`src/rtl/key8_onehot_scan_pkg.sv`:
```
// Shared constants for the key-scan / 8-to-3 encoder practice designs.
// Also holds the lowest-index one-hot selection helper used by the scanner.
package key8_onehot_scan_pkg;

  localparam int KEY_NUM          = 8;
  localparam int TICK_DIV_DEFAULT = 250000;
  localparam int CNT_W            = 18;

  // Isolates the lowest set bit: v & -v in two's complement.
  function automatic logic [KEY_NUM-1:0] lowest_onehot(input logic [KEY_NUM-1:0] v);
    return v & (~v + KEY_NUM'(1));
  endfunction

endpackage

```
`src/rtl/key8_onehot_scan_if.sv`:
```
// Key-scan bus: raw active-low buttons in, one-hot code / pulse / levels out.
interface key8_onehot_scan_if;
  import key8_onehot_scan_pkg::*;

  logic [KEY_NUM-1:0] key_n;
  logic [KEY_NUM-1:0] key_onehot;
  logic               key_valid;
  logic [KEY_NUM-1:0] key_state;

  modport master (output key_n, input key_onehot, key_valid, key_state);
  modport slave  (input key_n, output key_onehot, key_valid, key_state);
endinterface

```
`src/rtl/key8_onehot_scan_debounce.sv`:
```
// One key: 2-flop synchronizer, tick-sampled history and debounced level.
// o_press is high for the single cycle after the level falls to held.
module key_debounce_bit (
  input  logic clk,
  input  logic rst,
  input  logic i_tick,
  input  logic i_key_n,
  output logic o_level,
  output logic o_press
);

  logic [1:0] r_sync;
  logic [1:0] r_hist;
  logic       r_level;
  logic       r_level_d;
  logic [2:0] w_window;

  // Two stored samples plus the incoming one form the 3-sample window.
  assign w_window = {r_hist, r_sync[1]};

  // Synchronizer, sample history and debounced level.
  always_ff @(posedge clk) begin
    if (rst) begin
      r_sync    <= 2'b11;
      r_hist    <= 2'b11;
      r_level   <= 1'b1;
      r_level_d <= 1'b1;
    end else begin
      r_sync    <= {r_sync[0], i_key_n};
      r_level_d <= r_level;
      if (i_tick) begin
        r_hist <= w_window[1:0];
        if ((&w_window) || (~|w_window)) begin
          r_level <= r_sync[1];
        end else begin
          r_level <= r_level;
        end
      end else begin
        r_hist  <= r_hist;
        r_level <= r_level;
      end
    end
  end

  assign o_level = r_level;
  assign o_press = r_level_d & ~r_level;

endmodule

```
`src/rtl/key8_onehot_scan.sv`:
```
// Eight debounced push-buttons scanned into a one-hot code of the latest press.
// Simultaneous presses resolve to the lowest key index; the rest are dropped.
module key8_onehot_scan
  import key8_onehot_scan_pkg::*;
#(
  parameter int TICK_DIV = TICK_DIV_DEFAULT
) (
  input  logic                  clk,
  input  logic                  rst,
  key8_onehot_scan_if.slave     bus
);

  logic [CNT_W-1:0]   r_cnt;
  logic               w_tick;
  logic [KEY_NUM-1:0] w_level;
  logic [KEY_NUM-1:0] w_press;
  logic [KEY_NUM-1:0] w_sel;
  logic [KEY_NUM-1:0] r_key_onehot;
  logic               r_key_valid;
  logic [KEY_NUM-1:0] r_key_state;

  assign w_tick = (r_cnt == CNT_W'(TICK_DIV - 1));
  assign w_sel  = lowest_onehot(w_press);

  // Debounce sample tick counter.
  always_ff @(posedge clk) begin
    if (rst) begin
      r_cnt <= {CNT_W{1'b0}};
    end else if (w_tick) begin
      r_cnt <= {CNT_W{1'b0}};
    end else begin
      r_cnt <= r_cnt + CNT_W'(1);
    end
  end

  for (genvar g = 0; g < KEY_NUM; g++) begin : g_key
    key_debounce_bit u_deb (
      .clk     (clk),
      .rst     (rst),
      .i_tick  (w_tick),
      .i_key_n (bus.key_n[g]),
      .o_level (w_level[g]),
      .o_press (w_press[g])
    );
  end

  // Output registers: press code, pulse and debounced levels.
  always_ff @(posedge clk) begin
    if (rst) begin
      r_key_onehot <= {KEY_NUM{1'b0}};
      r_key_valid  <= 1'b0;
      r_key_state  <= {KEY_NUM{1'b0}};
    end else begin
      r_key_state <= ~w_level;
      r_key_valid <= |w_press;
      if (|w_press) begin
        r_key_onehot <= w_sel;
      end else begin
        r_key_onehot <= r_key_onehot;
      end
    end
  end

  assign bus.key_onehot = r_key_onehot;
  assign bus.key_valid  = r_key_valid;
  assign bus.key_state  = r_key_state;

endmodule

```
`src/flat_wrapper.sv`:
```
// flat-port wrapper written by rule: the top's interface ports become plain ports
module key8_onehot_scan_flat import key8_onehot_scan_pkg::*;
#(
  parameter int TICK_DIV = TICK_DIV_DEFAULT
)
  (clk, rst, bus_key_n, bus_key_onehot, bus_key_valid, bus_key_state);
  key8_onehot_scan_if bus_i ();
  input  logic clk;
  input  logic rst;
  input wire logic [$bits(bus_i.key_n)-1:0] bus_key_n;
  output wire logic [$bits(bus_i.key_onehot)-1:0] bus_key_onehot;
  output wire logic [$bits(bus_i.key_valid)-1:0] bus_key_valid;
  output wire logic [$bits(bus_i.key_state)-1:0] bus_key_state;
  assign bus_i.key_n = bus_key_n;
  assign bus_key_onehot = bus_i.key_onehot;
  assign bus_key_valid = bus_i.key_valid;
  assign bus_key_state = bus_i.key_state;
  key8_onehot_scan #(.TICK_DIV(TICK_DIV)) u_core (.clk(clk), .rst(rst), .bus(bus_i));
endmodule
```
`config.mk`:
```
export PLATFORM = sky130hd
export DESIGN_NAME = key8_onehot_scan_flat
export DESIGN_NICKNAME = d
export VERILOG_FILES = /design/src/rtl/key8_onehot_scan_pkg.sv /design/src/rtl/key8_onehot_scan_if.sv /design/src/rtl/key8_onehot_scan_debounce.sv /design/src/rtl/key8_onehot_scan.sv /design/src/flat_wrapper.sv
export SDC_FILE = /design/constraint.sdc
export NUM_CORES = 1
export LEC_CHECK = 0
export ABC_AREA = 0
export CAP_MARGIN = 5
export CORE_MARGIN = 2
export CORE_UTILIZATION = 25
export CTS_BUF_LIST = sky130_fd_sc_hd__clkbuf_4
export CTS_CLUSTER_DIAMETER = 50
export DETAILED_ROUTE_END_ITERATION = 6
export GPL_ROUTABILITY_DRIVEN = 0
export PLACE_DENSITY = 0.45
export SYNTH_ARGS = -nofsm -noshare
export SYNTH_HDL_FRONTEND = slang
export SYNTH_SLANG_ARGS = --single-unit
```
`constraint.sdc`:
```
create_clock -name clk -period 3.1 [get_ports clk]
set_input_delay 0.62 -clock clk [delete_from_list [all_inputs] [get_ports clk]]
set_output_delay 0.62 -clock clk [all_outputs]
set_load 0.01 [all_outputs]
```
==> results.toml <==
[outcome]
status = "completed"

[route]
drt-initial-drc-count = 159
drc_errors = 0
drt-total-wl_microns = 6300
wl_per_cell_microns = 12.6
viasPerCell = 4.65
vias = 2321
dr.pass1.iters = 4
postRouteAntennaNets = 0

[clock_tree]
cts_sinks = 83
worstSkewPairLatency_ns = 0.43
cts_made_buffers = 9
ctsHoldBuffers = 0
cts_setup_buffers = 0
tritoncts = "done"
clockBufferDepth = 2
cts_root_buffer = "clkbuf_4"
h-tree-depth = 3
clk_pin_slew_ns = 0.14
post_cts_resized = 0

[yosys]
synth.area.top_cells = "dfxtp_1 54%, nand3_1 7.8%, or2_2 3.9%, o21ai_0 3.3%, nor2_1 3.2%"
async_reset_ff_frac = 0
yosysTopAreaCell = "dfxtp_1"
synth_most_common_cell = "dfxtp_1"
synth_nets = 328
syn_inst = 317
syn_avg_cell_area_sq_um = 9.68
synth_top_cell_area_share = 0.541
syn_area_sq_um = 3070
synth_common_cells = "83 x dfxtp_1, 48 x nand3_1, 26 x nor2_1, 20 x o21ai_0, 19 x or2_2"
synthDistinctLibCells = 45
ys_seq_area_frac = 0.541
ys_warn_count = 0
synth-edff-count = 0
ys_ff_latch = 83
ys.flop_type = "dfxtp_1"

[worst_hold_path]
worstHoldStart = "u_core.g_key[0].u_deb.r_sync[0]$_SDFF_PP1_"
hold_path_class = "reg -> reg"
whs_endpoint = "u_core.g_key[0].u_deb.r_sync[1]$_SDFF_PP1_"
hold_depth = 1

[placed_design]
post-dp-hpwl_microns = 4130
placed_area_sq_um = 3480
dpl.cell_count = 482
io_buffers = 26

[global_route]
grt_max_degree = 29
grt.total_usage = 0.105
antenna_found_initial = 1
grt_pass1_vias = 2147
grt-ovfl-total = 0
grt_pass1_wl_microns = 10700

[floorplanning]
die_w_microns = 115
core_sq_um = 12000
design.portCount = 27
die_height_microns = 115
initial_core_util = 0.256
dieArea_sq_um = 13200
rows = 40

[timing]
slew_viol_final = 0
tns_ns = 0
period_share = 0.635
maxSlewHeadroom = 0.569
fmax_mhz = 508
rsz0062_at_grt = "false"
min_period_ns = 1.97
finalSetupViolCount = 0
hold_viol_final = 0
worst_slew_pin_slew_ns = 0.642
skew_ns = 0.0155

[cells_and_area]
multi_input_area_sq_um = 1280
drive_above_1_share = 0.145
final_area_sq_um = 3630
n_fill_cell = 1288
area.growth.synth_to_final_pct = 18.2
fin_nets = 357
instances_no_fill = 499
regArea_sq_um = 1660

[setup_path]
rrSetupSlack_ns = 1.28
worstPathRequired_ns = 2.48
rr_worst_depth = 6
crit_chain = "clkdlybuf4s50_1"
cp-end-kind = "output port"
r2r-start = "u_core.r_cnt[0]$_SDFF_PP0_"
r2r_end = "u_core.r_cnt[16]$_SDFF_PP0_"
cp_top_family = "buffers and inverters"
worst-path-buf-inv = 1
cp_num_cells = 1
max_stage_delay_ns = 0.54
cp_max_fo = 2
crit_arrival_ns = 1.35
critPathKind = "reg -> out"
start_kind = "flip-flop"
critPathSlowestCell = "clkdlybuf4s50_1"

[power]
powerDensity_nw_per_um2 = 488
peakVddDrop_mv = 0.132
p_leak_nw = 1.28

[flow_run]
maxCapViolCount = 0
[worst max path at each step]
stage	from	endpoint	slack [ns]
after global routing	u_core.bus.key_onehot[0]$_SDFFE_PP0P_	bus_key_onehot[0]	1.02
final	u_core.bus.key_onehot[0]$_SDFFE_PP0P_	bus_key_onehot[0]	1.13
after global placement	rst	u_core.bus.key_onehot[5]$_SDFFE_PP0P_	1.07
after CTS	u_core.bus.key_onehot[0]$_SDFFE_PP0P_	bus_key_onehot[0]	1.08
after floorplan	u_core.r_cnt[0]$_SDFF_PP0_	u_core.r_cnt[16]$_SDFF_PP0_	1.58
after detailed placement	rst	u_core.bus.key_onehot[5]$_SDFFE_PP0P_	1.06
[final cells by class]
class,count,area share
well taps,147,0.0507
diodes,1,0.000690
clock inverters,6,0.0179
multi-input cells,207,0.354
clock buffers,10,0.0207
repair buffers,32,0.0842
flip-flops and latches,83,0.458
inverters,13,0.0135
[cells in the final DEF (no fill, tap or decap), types with 2 or more instances in the layout]
cell	netlist	final
nor4_1	5	5
nand2_1	3	3
o21ai_0	20	20
clkdlybuf4s50_1	0	26
nor3_1	6	6
and4_1	2	2
nand4b_1	2	2
o21ai_1	6	6
nand4_1	3	3
nor2b_1	9	9
or2_2	19	19
inv_1	12	12
o2111ai_1	8	8
clkbuf_4	0	10
xnor2_1	8	8
clkinv_2	0	2
nor2_1	26	26
buf_4	1	6
xor2_1	5	5
dfxtp_1	83	83
o31ai_1	8	8
and3_1	4	4
a21oi_1	6	6
nand3_1	48	48
[flip-flops by register name, indices dropped and copies added (netlist names)]
signal,flops
u_core.r_cnt,18
u_core.g_key.u_deb.r_hist,16
u_core.g_key.u_deb.r_sync,16
u_core.bus.key_onehot,8
u_core.bus.key_state,8
u_core.g_key.u_deb.o_level,8
u_core.g_key.u_deb.r_level_d,8
u_core.bus.key_valid,1
[kinds of logic (layout without fill, tap and decap cells)]
| kind of cell | count (synthesis) | count (layout) | share of synthesized area |
|---|---|---|---|
| AO/OA/AOI/OAI | 54 | 54 | 0.114 |
| adder cells (fa/ha/maj) | 1 | 1 | 0.00408 |
| buffers and inverters | 27 | 61 | 0.0399 |
| flip-flops | 83 | 83 | 0.541 |
| AND/OR/NAND/NOR | 139 | 139 | 0.264 |
| other | 0 | 1 | 0 |
| XOR/XNOR | 13 | 13 | 0.0371 |
[metrics by stage]
step           hold WS, ns  worst slack, ns  power (mW)  utilization
6_report             0.423             1.13        1.77        0.302
5_1_grt              0.439             1.02        1.86        0.302
2_1_floorplan        0.389             1.58        1.14            -
3_5_place_dp         0.392             1.06        1.16        0.290
4_1_cts              0.425             1.08        1.80        0.302
3_3_place_gp         0.392             1.07        1.16        0.290
[report_power, final]
part / internal, mW / total [mW] / leakage (nW) / switching, mW
Combinational: 0.0231 / 0.0448 / 0.529 / 0.0217
Sequential: 1.08 / 1.09 / 0.674 / 0.00855
Clock: 0.257 / 0.637 / 0.0768 / 0.381
Total: 1.36 / 1.77 / 1.28 / 0.411
[metal layers]
| metal | vias to the layer above | track usage | wire (microns) |
|---|---|---|---|
| met5 | - | 0 | 0 |
| met3 | 6 | 0.0290 | 238 |
| li1 | 1193 | - | - |
| met1 | 1081 | 0.143 | 3230 |
| met2 | 41 | 0.152 | 2740 |
| met4 | 0 | 0.0554 | 97 |
Power figures use the tool's default switching activity.
